[config.mk]
export PLATFORM = sky130hd
export DESIGN_NAME = if_fetch_stage_flat
export DESIGN_NICKNAME = d
export VERILOG_FILES = /design/src/rtl/if_fetch_if.sv /design/src/rtl/if_fetch_stage.sv /design/src/flat_wrapper.sv
export SDC_FILE = /design/constraint.sdc
export NUM_CORES = 1
export LEC_CHECK = 0
export ABC_AREA = 1
export BUFFER_PORTS_ARGS = -buffer_cell sky130_fd_sc_hd__buf_2
export CELL_PAD_IN_SITES_DETAIL_PLACEMENT = 0
export CELL_PAD_IN_SITES_GLOBAL_PLACEMENT = 1
export CORE_ASPECT_RATIO = 0.7
export CORE_MARGIN = 2
export CORE_UTILIZATION = 30
export CTS_CLUSTER_SIZE = 24
export DETAILED_ROUTE_END_ITERATION = 6
export MAX_ROUTING_LAYER = met4
export PLACE_DENSITY_LB_ADDON = 0.08
export SLEW_MARGIN = 20
export SYNTH_ARGS = -nofsm -noshare
export SYNTH_HDL_FRONTEND = slang
export SYNTH_SLANG_ARGS = --single-unit
[constraint.sdc]
create_clock -name clk -period 3.1 [get_ports clk]
set_clock_uncertainty 0.05 [all_clocks]
set_input_delay 0.155 -clock clk [delete_from_list [all_inputs] [get_ports clk]]
set_output_delay 0.155 -clock clk [all_outputs]
set_load 0.01 [all_outputs]
[src/rtl/if_fetch_if.sv]
// Bundle between the fetch stage and its environment: run/flush/stall/redirect
// control, the synchronous instruction-memory port and the decode-side outputs.
interface if_fetch_if #(
  parameter int IMEM_AW = 12
);
  logic               cpu_run;
  logic               rst_pipe;
  logic               stall;
  logic               jmp_req_ex;
  logic [29:0]        jmp_adr_ex;
  logic [IMEM_AW-1:0] imem_radr;
  logic [31:0]        imem_rdata;
  logic [31:0]        inst_id;
  logic [29:0]        pc_id;
  logic               inst_vld_id;

  // Fetch stage side.
  modport master (
    input  cpu_run, rst_pipe, stall, jmp_req_ex, jmp_adr_ex, imem_rdata,
    output imem_radr, inst_id, pc_id, inst_vld_id
  );

  // Controller, memory and decode side.
  modport slave (
    output cpu_run, rst_pipe, stall, jmp_req_ex, jmp_adr_ex, imem_rdata,
    input  imem_radr, inst_id, pc_id, inst_vld_id
  );
endinterface

[src/rtl/if_fetch_stage.sv]
// Instruction fetch stage: owns the PC, drives the synchronous instruction memory
// and feeds decode. Define IF_FETCH_CNT_EN to add the fetch_cnt consumed-instruction counter.
module if_fetch_stage #(
  parameter logic [29:0] START_ADR = 30'h0000_0000,
  parameter int          IMEM_AW   = 12
) (
  input  logic        clk,
  input  logic        rst_n,
  if_fetch_if.master  fif
`ifdef IF_FETCH_CNT_EN
  ,
  output logic [31:0] fetch_cnt
`endif
);

  localparam logic [31:0] NOP = 32'h0000_0013;

  logic [29:0] pc_id_q;
  logic        vld_q;
  logic [29:0] pc_sel;
  logic        vld_d;

  // Next PC; the memory address is taken from it so read data lines up with pc_id next cycle.
  always_comb begin
    // NOTE: every always_comb output gets a default first so no path can infer a latch.
    pc_sel = pc_id_q;
    if (!rst_n)              pc_sel = START_ADR;
    else if (fif.rst_pipe)   pc_sel = START_ADR;
    else if (fif.jmp_req_ex) pc_sel = fif.jmp_adr_ex;
    else if (fif.stall)      pc_sel = pc_id_q;
    else if (vld_q)          pc_sel = pc_id_q + 30'd1;
  end

  always_comb begin
    vld_d = fif.cpu_run;
    if (fif.rst_pipe)        vld_d = 1'b0;
    else if (fif.jmp_req_ex) vld_d = fif.cpu_run;
    else if (fif.stall)      vld_d = vld_q;
  end

  always_ff @(posedge clk or negedge rst_n) begin
    // NOTE: sequential state uses non-blocking assignments so every flop samples pre-edge values.
    if (!rst_n) begin
      pc_id_q <= START_ADR;
      vld_q   <= 1'b0;
    end else begin
      pc_id_q <= pc_sel;
      vld_q   <= vld_d;
    end
  end

  assign fif.imem_radr   = pc_sel[IMEM_AW-1:0];
  assign fif.inst_id     = vld_q ? fif.imem_rdata : NOP;
  assign fif.pc_id       = pc_id_q;
  assign fif.inst_vld_id = vld_q;

`ifdef IF_FETCH_CNT_EN
  logic [31:0] fetch_cnt_q;

  // Counts instructions actually consumed by decode: valid and not stalled.
  always_ff @(posedge clk or negedge rst_n) begin
    if (!rst_n)                    fetch_cnt_q <= '0;
    else if (fif.rst_pipe)         fetch_cnt_q <= '0;
    else if (vld_q && !fif.stall)  fetch_cnt_q <= fetch_cnt_q + 32'd1;
  end

  assign fetch_cnt = fetch_cnt_q;
`endif

endmodule

[src/flat_wrapper.sv]
// flat-port wrapper written by rule: the top's interface ports become plain ports
module if_fetch_stage_flat 
#(
  parameter logic [29:0] START_ADR = 30'h0000_0000,
  parameter int          IMEM_AW   = 12
)
  (clk, rst_n, fif_cpu_run, fif_rst_pipe, fif_stall, fif_jmp_req_ex, fif_jmp_adr_ex, fif_imem_rdata, fif_imem_radr, fif_inst_id, fif_pc_id, fif_inst_vld_id);
  if_fetch_if #(.IMEM_AW(IMEM_AW)) fif_i ();
  input  logic clk;
  input  logic rst_n;
  input wire logic [$bits(fif_i.cpu_run)-1:0] fif_cpu_run;
  input wire logic [$bits(fif_i.rst_pipe)-1:0] fif_rst_pipe;
  input wire logic [$bits(fif_i.stall)-1:0] fif_stall;
  input wire logic [$bits(fif_i.jmp_req_ex)-1:0] fif_jmp_req_ex;
  input wire logic [$bits(fif_i.jmp_adr_ex)-1:0] fif_jmp_adr_ex;
  input wire logic [$bits(fif_i.imem_rdata)-1:0] fif_imem_rdata;
  output wire logic [$bits(fif_i.imem_radr)-1:0] fif_imem_radr;
  output wire logic [$bits(fif_i.inst_id)-1:0] fif_inst_id;
  output wire logic [$bits(fif_i.pc_id)-1:0] fif_pc_id;
  output wire logic [$bits(fif_i.inst_vld_id)-1:0] fif_inst_vld_id;
  assign fif_i.cpu_run = fif_cpu_run;
  assign fif_i.rst_pipe = fif_rst_pipe;
  assign fif_i.stall = fif_stall;
  assign fif_i.jmp_req_ex = fif_jmp_req_ex;
  assign fif_i.jmp_adr_ex = fif_jmp_adr_ex;
  assign fif_i.imem_rdata = fif_imem_rdata;
  assign fif_imem_radr = fif_i.imem_radr;
  assign fif_inst_id = fif_i.inst_id;
  assign fif_pc_id = fif_i.pc_id;
  assign fif_inst_vld_id = fif_i.inst_vld_id;
  if_fetch_stage #(.START_ADR(START_ADR), .IMEM_AW(IMEM_AW)) u_core (.clk(clk), .rst_n(rst_n), .fif(fif_i));
endmodule
== Word level (Yosys, flattened, before mapping) ==
Index checks and enable logic that the tools add are counted.
Word-level totals
  register bits after elaboration: 31
  bits of input ports: 68
  output and inout bits: 75
  word-level logic and storage cells: 17
Operators by class
  $add $sub $neg: 1
  eq/ne operators: 3
  mux-type cells: 9
  reduce and logical (&&, ||, !) cells: 1
Operators with widths (number)
  two-way mux 30 bit: 5
  two-way mux 32 bit: 1
  adder 30 x 1 -> 30 bit, second input constant: 1
  inequality test 4 x 1 -> 1 bit, second input constant: 1
  inequality test 4 x 3 -> 1 bit, second input constant: 1
  two-way mux 1 bit: 3
  inequality test 3 x 2 -> 1 bit, second input constant: 1
  AND reduction 2 bit: 1

== Logic depth before layout (Yosys ltp) ==
Gate-level depths: netlist of the first run.
  word-level depth: 6
  depth in mapped cells: 11
  mapped depth without buffers: 11

== Least setup slack after synthesis of the first run ==
Ideal clock, no wire load.
  path kind: register to output
  start point: register u_core.pc_id_q[1], in the netlist u_core.fif.pc_id[1]
  end point: output port fif_imem_radr[10]
  arrival time: 1.486 ns
  required time: 2.895 ns
  path slack: 1.409 ns
  stages on the path, launching flop included: 12
  buffers on the path: 1
  cell sequence: dfrtp_1 > ha_1 > inv_1 > nor2_2 > nand2_1 > nor2_1 > inv_1 > o21ai_1 > nand2_1 > o21ai_1 > inv_1 > buf_4
Between the ends
  cells in the longest elaborated chain, start to end: 6
Ends and longest elaborated chain
  start, declared: RTL line if_fetch_stage.sv:18  | logic [29:0] pc_id_q;
  start signal, assigned: RTL line if_fetch_stage.sv:47  | pc_id_q <= pc_sel;
  adder 30 x 1 -> 30 bit: RTL line if_fetch_stage.sv:31  | else if (vld_q) pc_sel = pc_id_q + 30'd1;
  two-way mux 30 bit: RTL line if_fetch_stage.sv:31
  two-way mux 30 bit: RTL line if_fetch_stage.sv:30  | else if (fif.stall) pc_sel = pc_id_q;
  two-way mux 30 bit: RTL line if_fetch_stage.sv:29  | else if (fif.jmp_req_ex) pc_sel = fif.jmp_adr_ex;
  two-way mux 30 bit: RTL line if_fetch_stage.sv:28  | else if (fif.rst_pipe) pc_sel = START_ADR;
  two-way mux 30 bit: RTL line if_fetch_stage.sv:27  | if (!rst_n) pc_sel = START_ADR;
  end, declared: RTL line flat_wrapper.sv:17  | output wire logic [$bits(fif_i.imem_radr)-1:0] fif_imem_radr;
No other way between the ends. The select of a mux whose other input is x is not followed.

== Final worst setup path of the first run ==
  start point: register u_core.vld_q, in the netlist u_core.fif.inst_vld_id
  end point: output port fif_imem_radr[9]
Between the ends
  cells in the longest elaborated chain, start to end: 5
Ends and longest elaborated chain
  start, declared: RTL line if_fetch_stage.sv:19  | logic vld_q;
  start signal, assigned: RTL line if_fetch_stage.sv:48  | vld_q <= vld_d;
  two-way mux 30 bit: RTL line if_fetch_stage.sv:31
  two-way mux 30 bit: RTL line if_fetch_stage.sv:30
  two-way mux 30 bit: RTL line if_fetch_stage.sv:29
  two-way mux 30 bit: RTL line if_fetch_stage.sv:28
  two-way mux 30 bit: RTL line if_fetch_stage.sv:27
No other way between the ends. The select of a mux whose other input is x is not followed.

==> results of run 1 <==
## how the worst min path moves through the flow
stage	slack, ns	end	from
after floorplan	-0.19	u_core.fif.inst_vld_id	rst_n
after global placement	0.18	u_core.fif.pc_id[7]	rst_n
after detailed placement	0.18	u_core.fif.pc_id[7]	rst_n
after CTS	0.05	u_core.fif.inst_vld_id	fif_rst_pipe
after global routing	0.05	u_core.fif.inst_vld_id	fif_rst_pipe
final	0.06	u_core.fif.inst_vld_id	fif_rst_pipe
## kinds of logic after synthesis
group | after synthesis | share of synthesized area [%]
compound gates | 28 | 5.940
fa+ha+maj | 1 | 0.4640
simple gates | 308 | 49.28
flops | 31 | 28.77
buf+inv | 97 | 15.55
## power by group through the flow
stage                     Combinational, mW  Clock (mW)  Sequential (mW)
after floorplan                       0.109           0            0.446
after global placement                0.215           0            0.444
after detailed placement              0.216           0            0.444
after CTS                             0.218       0.536            0.437
after global routing                  0.241       0.556            0.439
final                                 0.214       0.517            0.437
## stage by stage
stage          cell area, µm²  setup slack (ns)  total power, mW  cells
3_5_place_dp             3431             1.063           0.6595    706
4_1_cts                  3597            0.7666            1.191    715
2_1_floorplan            2696             1.409           0.5550    465
6_report                 3597            0.7446            1.168    715
5_1_grt                  3597            0.5486            1.236    715
3_3_place_gp             3431             1.101           0.6587    706
## cell type report
cell class	count	area, µm²
multi-input combinational	337	1501
tap	120	150.1
clock buffer	8	156.4
sequential	31	775.7
fill	939	4986
timing repair buffer	145	735.7
inverter	74	277.8
## layer usage
| metal | up-vias | GRT usage, % | wire length (µm) |
|---|---|---|---|
| li1 | 1644 | - | - |
| met1 | 1331 | 26.00 | 4574 |
| met2 | 104 | 29.08 | 3817 |
| met3 | 5 | 4.190 | 583 |
| met4 | 0 | 3.614 | 52 |
| met5 | - | - | 0 |
## worst max-delay path, cell delays in order, from the launching register on
cell      delay (ns)
dfrtp_1         0.32
buf_4           0.28
inv_2           0.13
nor2_4          0.20
nand2_1         0.13
inv_1           0.09
nand2_1         0.15
o21ai_0         0.19
nand3b_1        0.10
nand2_1         0.09
inv_1           0.05
buf_2           0.13
## state kept, by name, summed over array words and instances (netlist names)
| register | cells |
|---|---|
| u_core.fif.pc_id | 30 |
| u_core.fif.inst_vld_id | 1 |
## synthesized netlist by cell type, types with 3 or more instances
master / instances
a21oi_1: 6
buf_4: 14
clkbuf_1: 7
dfrtp_1: 31
inv_1: 71
inv_2: 3
nand2_1: 201
nand2_2: 3
nand3_1: 29
nor2_1: 44
nor2_2: 7
nor2_4: 9
nor3_1: 4
o21ai_0: 8
o21ai_1: 6
or2_2: 5
==> results.ini, run 1 <==
[run_status]
outcome = finished clean

[power_and_ir_drop]
netSwitchingFraction_pct = 27.40
power_density_mw_per_mm2 = 324.8
clockPowerShare_pct = 44.3
peakVddDrop_v = 0.0001467
pwr-share-comb_pct = 18.4
p_int_mw = 0.8481
power.leakage_nw = 2.249
seqPwrFrac_pct = 37.4
p_sw_mw = 0.3201

[setup_path]
critical_path.endpoint = fif_imem_radr[9]
r2r-end = u_core.fif.pc_id[9]
cp-end-kind = output port
crit_path_start_kind = flip-flop
crit_start = u_core.fif.inst_vld_id
r2r_slack_ns = 1.20
crit_required_ns = 2.89
worst-path-max-fanout = 31
rr_worst_depth = 10
crit_type = reg -> out
critPathArrivalTime_ns = 2.15
timing.rr.start = u_core.fif.inst_vld_id

[sta]
drv_slew = 0
hold_slack_ns = 0.05706
rsz0062_at_grt = no
maxSlewHeadroom_pct = 57.40
setup_viol_count_final = 0
fin_crit_ns = 2.355
finalCritPeriodShare_pct = 75.98
max_freq_ghz = 0.4246
tightest_slew_ns = 0.6384
tns_ns = 0
hold_viol_final = 0

[grt]
grt_max_degree = 32
grt_pass1_wl_um = 14790
overflow = 0
grt_usage_pct = 19.02
first_global_vias = 2861
antenna_found_initial = 0

[yosys]
netlist_instances = 465
ys_async_sr_fraction_pct = 100.0
syn_area_per_cell_um2 = 5.799
syn_area_mm2 = 0.002696
yosysTopAreaCell = dfrtp_1
ys_seq_area_share_pct = 28.77
synth_nets = 534
synth-main-ff-cell = dfrtp_1
synth-seq-cells = 31
synth.distinct_cells = 28
synth_edf_count = 0
yosysWarnings = 0
synth_top_area_share_pct = 28.77
synth_area_leaders = dfrtp_1, nand2_1, inv_1

[route]
avgViaCountPerCell = 4.313
drt_iter0_drc = 131
drc = 0
wl_um = 9027
via_count = 3084
final_antenna_net_count = 0
routedWlPerCell_um = 12.63
first_pass_iters = 4

[floorplanning]
die_width_um = 117.3
core-area_mm2 = 0.008583
die-height_um = 83.32
start_util_pct = 31.41
ios = 143
num_rows = 28
die_area_mm2 = 0.009774

[placement]
place.gp.congestion = 0.8771
io_buffers = 142
hpwl_um = 6970

[clock_network]
postCtsHoldBufs = 1
clock_path_buffers = 2
cts_setup_buffers = 0
cts-resized-gates = 0
ctsRootBufferMaster = clkbuf_16
clkSinkCount = 31
clock_latency_ns = 0.27
cts_tree = yes
clk_pin_slew_ns = 0.05
cts_htree_levels = 2
numCtsBuffers = 5

[finish]
fin_util_pct = 41.91
fin_nets = 663
diodes = 0
most-common-layout-cells = nand2_1, buf_2, inv_1
drive_gt1_share_pct = 30.25
layout_commonest_cell = nand2_1
area.growth.synth_to_final_pct = 33.41

[flow_run]
maxCapViolCount = 0

[worst_hold_path]
worstHoldPathCells = 2
hold_path.class = in -> reg

Power figures use the tool's default switching activity.
==> inputs of run 2 (changes only) <==
--- a/config.mk
+++ b/config.mk
@@ -11,7 +11,7 @@
 export CELL_PAD_IN_SITES_GLOBAL_PLACEMENT = 1
 export CORE_ASPECT_RATIO = 0.7
 export CORE_MARGIN = 2
-export CORE_UTILIZATION = 30
+export CORE_UTILIZATION = 26
 export CTS_CLUSTER_SIZE = 24
 export DETAILED_ROUTE_END_ITERATION = 6
 export MAX_ROUTING_LAYER = met4
==> constraint.sdc (replaced) <==
create_clock -name clk -period 2.1 [get_ports clk]
set_clock_uncertainty 0.05 [all_clocks]
set_input_delay 0.105 -clock clk [delete_from_list [all_inputs] [get_ports clk]]
set_output_delay 0.105 -clock clk [all_outputs]
set_load 0.01 [all_outputs]
==> run 2 against run 1 <==
Effect of this change:
- clock power grew 33%
- critical path depth shrank 1
- global-route usage shrank 1.5 points
- first-iteration DRC count shrank 29%
- core utilization shrank 6.2 points
==> results.ini, run 2 (synthesis results as in run 1) <==
[run_status]
outcome = finished clean

[setup_path]
crit_start = u_core.fif.pc_id[3]
cp-end-kind = output port
cp.depth = 10
timing.rr.start = u_core.fif.pc_id[3]
critical_path.top_delay_family = simple AND/OR/NAND/NOR gates
crit_required_ns = 1.95
r2r_slack_ns = 0.42
critPathArrivalTime_ns = 1.82
crit_type = reg -> out
cpMaxStageDelayCell = dfrtp_1
r2r-end = u_core.fif.pc_id[18]
path_cells = nand2_1, nor2_4, nand2_1, nor2_1, inv_1, o21ai_1, nand2_1, o21ai_1, inv_1, buf_2
rr_worst_depth = 11
crit_path_start_kind = flip-flop
critical_path.endpoint = fif_imem_radr[10]
cpPeakStageDelay_ns = 0.46
cpMostUsedCell = nand2_1
cp_num_buf_inv = 3
worst-path-max-fanout = 6

[flow_run]
maxCapViolCount = 0

[sta]
tns_ns = 0
drv_slew = 0
finalCritPeriodShare_pct = 94.11
maxSlewHeadroom_pct = 64.15
hold_viol_final = 0
fin_crit_ns = 1.976
tightest_slew_ns = 0.5365
max_freq_ghz = 0.5060
rsz0062_at_grt = yes
setup_viol_count_final = 0
hold_slack_ns = 0.02434
fin_ws_ns = 0.1238

[grt]
antenna_found_initial = 0
first_global_vias = 2822
grt_max_degree = 32
grt_usage_pct = 17.55
overflow = 0
grt_pass1_wl_um = 15200

[finish]
nFillCells = 1158
layout_commonest_cell = nand2_1
diodes = 0
area.growth.synth_to_final_pct = 34.99
most-common-layout-cells = nand2_1, buf_2, inv_1
fin_nets = 668
drive_gt1_share_pct = 30.77
largest_reg_flops = 30

[route]
final_antenna_net_count = 0
avgViaCountPerCell = 4.315
routedWlPerCell_um = 12.85
first_pass_iters = 4
via_count = 3150
wl_um = 9378
drc = 0
drt_iter0_drc = 93

[floorplanning]
die_area_mm2 = 0.01121
ios = 143
num_rows = 31
die_width_um = 125.7
start_util_pct = 26.43
die-height_um = 89.20
core-area_mm2 = 0.01020

[clock_network]
clkSinkCount = 31
cts_htree_levels = 2
clock_path_buffers = 2
numCtsBuffers = 5
cts_tree = yes
clock_latency_ns = 0.28
clk_pin_slew_ns = 0.05
ctsRootBufferMaster = clkbuf_16

[placement]
place.gp.congestion = 0.8505
post-place-ws_ns = 0.2849
io_buffers = 142
hpwl_um = 7264

[power_and_ir_drop]
peakVddDrop_v = 0.0002359
power.leakage_nw = 2.263
power_mw = 1.657
power_density_mw_per_mm2 = 455.4

[worst_hold_path]
hold_path.class = in -> reg

==> run 2: area by class of cell <==
type | instances | area (µm²) | share of cell area [%]
Clock buffer | 6 | 128.9 | 3.541
Inverter | 74 | 277.8 | 7.631
Multi-Input combinational cell | 337 | 1516 | 41.66
Sequential cell | 31 | 775.7 | 21.31
Tap cell | 132 | 165.2 | 4.538
Timing Repair Buffer | 150 | 775.7 | 21.31
==> run 2: worst reg2reg max path: cells and delay by family, from the launching register on <==
kind | cells | cell delay [ns]
AND/OR/NAND/NOR | 10 | 0.98
flip-flops | 1 | 0.46
buffers and inverters | 1 | 0.13
==> run 2: what timing repair did <==
action                                  4_1_cts  5_1_grt
endpoints found under the setup margin        1        9
pin swaps                                     0        1
hold endpoints to repair                     32        0
setup buffers                                 0        1
resized for setup                             1        4
hold buffers                                  2        0
==> run 2: stage by stage <==
step,cell area (µm²),instances,util (%)
after CTS,3622,729,35.51
final,3640,730,35.68
after global placement,3468,721,34.00
after global routing,3640,730,35.68
after detailed placement,3468,721,34.00
after floorplan,2696,465,-
==> run 2: per-layer routing <==
metal  global-route usage [%]  vias to the layer above  share of wire (%)
met5                        -                        -                  0
met4                    2.828                        0               0.43
met3                    3.471                        4                6.5
met2                    26.83                      113                 42
met1                    24.53                     1371                 51
li1                         -                     1662                  -
==> run 2: power by group <==
group          internal [mW]  total [mW]  switching [mW]  leakage (nW)
Combinational          0.136       0.326           0.190          1.78
Sequential             0.617       0.645          0.0280         0.424
Clock                  0.426       0.686           0.260        0.0628
==> run 2: worst min path at each step <==
stage / start / end / slack [ns] / cells after the start
floorplan: rst_n / u_core.fif.inst_vld_id / -0.24 / 0
global placement: rst_n / u_core.fif.pc_id[7] / 0.14 / 2
detailed placement: rst_n / u_core.fif.pc_id[6] / 0.16 / 2
CTS: fif_jmp_adr_ex[4] / u_core.fif.pc_id[4] / 0.02 / 3
global route: fif_jmp_adr_ex[4] / u_core.fif.pc_id[4] / 0.04 / 3
finish: fif_jmp_adr_ex[4] / u_core.fif.pc_id[4] / 0.02 / 3
==> inputs of run 3 (changes only) <==
--- a/config.mk
+++ b/config.mk
@@ -6,14 +6,14 @@
 export NUM_CORES = 1
 export LEC_CHECK = 0
 export ABC_AREA = 1
-export BUFFER_PORTS_ARGS = -buffer_cell sky130_fd_sc_hd__buf_2
 export CELL_PAD_IN_SITES_DETAIL_PLACEMENT = 0
 export CELL_PAD_IN_SITES_GLOBAL_PLACEMENT = 1
 export CORE_ASPECT_RATIO = 0.7
 export CORE_MARGIN = 2
-export CORE_UTILIZATION = 26
+export CORE_UTILIZATION = 35
 export CTS_CLUSTER_SIZE = 24
 export DETAILED_ROUTE_END_ITERATION = 6
+export DONT_BUFFER_PORTS = 1
 export MAX_ROUTING_LAYER = met4
 export PLACE_DENSITY_LB_ADDON = 0.08
 export SLEW_MARGIN = 20
==> run 3 against run 2 <==
Effect of this change:
- global-route usage up 4.7 points
- sequential power up 2%
- cell area down 15%
- flip-flop and latch count unchanged
- combinational power down 29%
- die area down 25%
- register-to-register slack worse by 0.07 ns
- hold slack worse by 0.011 ns
- non-clock buffer count down 121
==> results.ini, run 3 (synthesis results as in run 1) <==
[sta]
tightest_slew_ns = 0.6792
fin_crit_ns = 1.931
drv_slew = 0
hold_viol_final = 0
finalCritPeriodShare_pct = 91.93
maxSlewHeadroom_pct = 54.57
rsz0062_at_grt = yes
setup_viol_count_final = 0
tns_ns = 0
hold_slack_ns = 0.01352
max_freq_ghz = 0.5180

[worst_hold_path]
hold_path.class = in -> reg
worstHoldStart = fif_jmp_adr_ex[23]
worstHoldPathCells = 4

[setup_path]
crit_start = u_core.fif.pc_id[3]
crit_type = reg -> out
crit_required_ns = 1.95
cp-end-kind = output port
timing.rr.start = u_core.fif.pc_id[15]
critPathArrivalTime_ns = 1.78
crit_path_start_kind = flip-flop
worst-path-max-fanout = 6
rr_worst_depth = 9

[route]
final_antenna_net_count = 0
drc = 0
wl_um = 8828
avgViaCountPerCell = 4.735
first_pass_iters = 4
via_count = 2732
drt_iter0_drc = 120
routedWlPerCell_um = 15.30

[finish]
most-common-layout-cells = nand2_1, inv_1, nor2_1
fin_nets = 547
layout_commonest_cell = nand2_1
area.growth.synth_to_final_pct = 14.52
fin_util_pct = 41.82
stdcell_area_mm2 = 0.003088
largest_reg_flops = 30
diodes = 0
drive_gt1_share_pct = 9.186

[grt]
grt_pass1_wl_um = 13810
grt_usage_pct = 22.22
overflow = 0
first_global_vias = 2550
grt_max_degree = 32
antenna_found_initial = 0

[floorplanning]
start_util_pct = 36.51
die-height_um = 77.44
num_rows = 26
die_area_mm2 = 0.008433
die_width_um = 108.9
ios = 143
core-area_mm2 = 0.007385

[power_and_ir_drop]
power_density_mw_per_mm2 = 467.1
power.leakage_nw = 1.686
peakVddDrop_v = 0.0002613

[placement]
hpwl_um = 6446
place_area_mm2 = 0.002700
io_buffers = 0
place.gp.congestion = 0.8709

[run_status]
outcome = finished clean

[clock_network]
cts_tree = yes
clkSinkCount = 31
ctsRootBufferMaster = clkbuf_8
numCtsBuffers = 5
clock_latency_ns = 0.29
cts_setup_buffers = 0
clock_path_buffers = 2
clk_pin_slew_ns = 0.08
cts_htree_levels = 2

[flow_run]
maxCapViolCount = 0

-- run 3: changes by cell type in the layout (fill, tap and decap cells not counted), moves of 3 or more --
cell / delta
buf_2: -142
buf_4: -3
clkbuf_16: -5
clkbuf_8: +7
dlygate4sd3_1: +23
-- run 3: power by group --
part / switching (mW) / internal [mW] / leakage (nW)
Clock: 0.253 / 0.300 / 0.0515
Combinational: 0.148 / 0.0853 / 1.21
Sequential: 0.0408 / 0.616 / 0.421
-- run 3: worst paths after layout --
check                                        to  slack, ns
setup / recovery              fif_imem_radr[10]       0.17
hold / removal             u_core.fif.pc_id[23]       0.01
setup reg to reg           u_core.fif.pc_id[29]       0.35
hold reg to reg            u_core.fif.pc_id[29]       0.58
max in group asynchronous   u_core.fif.pc_id[2]       1.57
min in group asynchronous  u_core.fif.pc_id[21]       0.23
-- run 3: area by class of cell --
class	instances	area, µm²
flip-flops and latches	31	778.2
fillers	829	4297
inverters	74	277.8
repair buffers	29	292.8
clock buffers	8	100.1
multi-input cells	337	1516
well taps	98	122.6
-- run 3: layer usage --
layer / share of wire [%] / vias up / track usage (%)
met1: 48 / 1220 / 30.63
li1: - / 1412 / -
met5: 0 / - / -
met2: 45 / 98 / 34.04
met4: 0.40 / 0 / 4.359
met3: 6.1 / 2 / 4.286
-- run 3: what timing repair did --
item | in CTS | in global routing
setup endpoints to repair | 0 | 9
hold buffers | 26 | 0
gates resized for setup | 0 | 6
hold endpoints to repair | 51 | 0
-- run 3: metrics by stage --
step | setup slack [ns] | instances | power, mW
2_1_floorplan | 0.4592 | 465 | 0.8192
3_3_place_gp | 0.3474 | 543 | 0.8422
3_5_place_dp | 0.3354 | 543 | 0.8425
4_1_cts | 0.01494 | 577 | 1.466
5_1_grt | -0.007790 | 577 | 1.528
6_report | 0.1694 | 577 | 1.442
-- run 3: critical path: stages, from the launching register on --
cell and delay, ns:
dfrtp_1 0.50, nand2_1 0.14, nor2_4 0.20, nand2_2 0.08, nor2_1 0.09, inv_1 0.08, o21ai_1 0.11, nand2_1 0.06
o21ai_1 0.13, inv_1 0.10
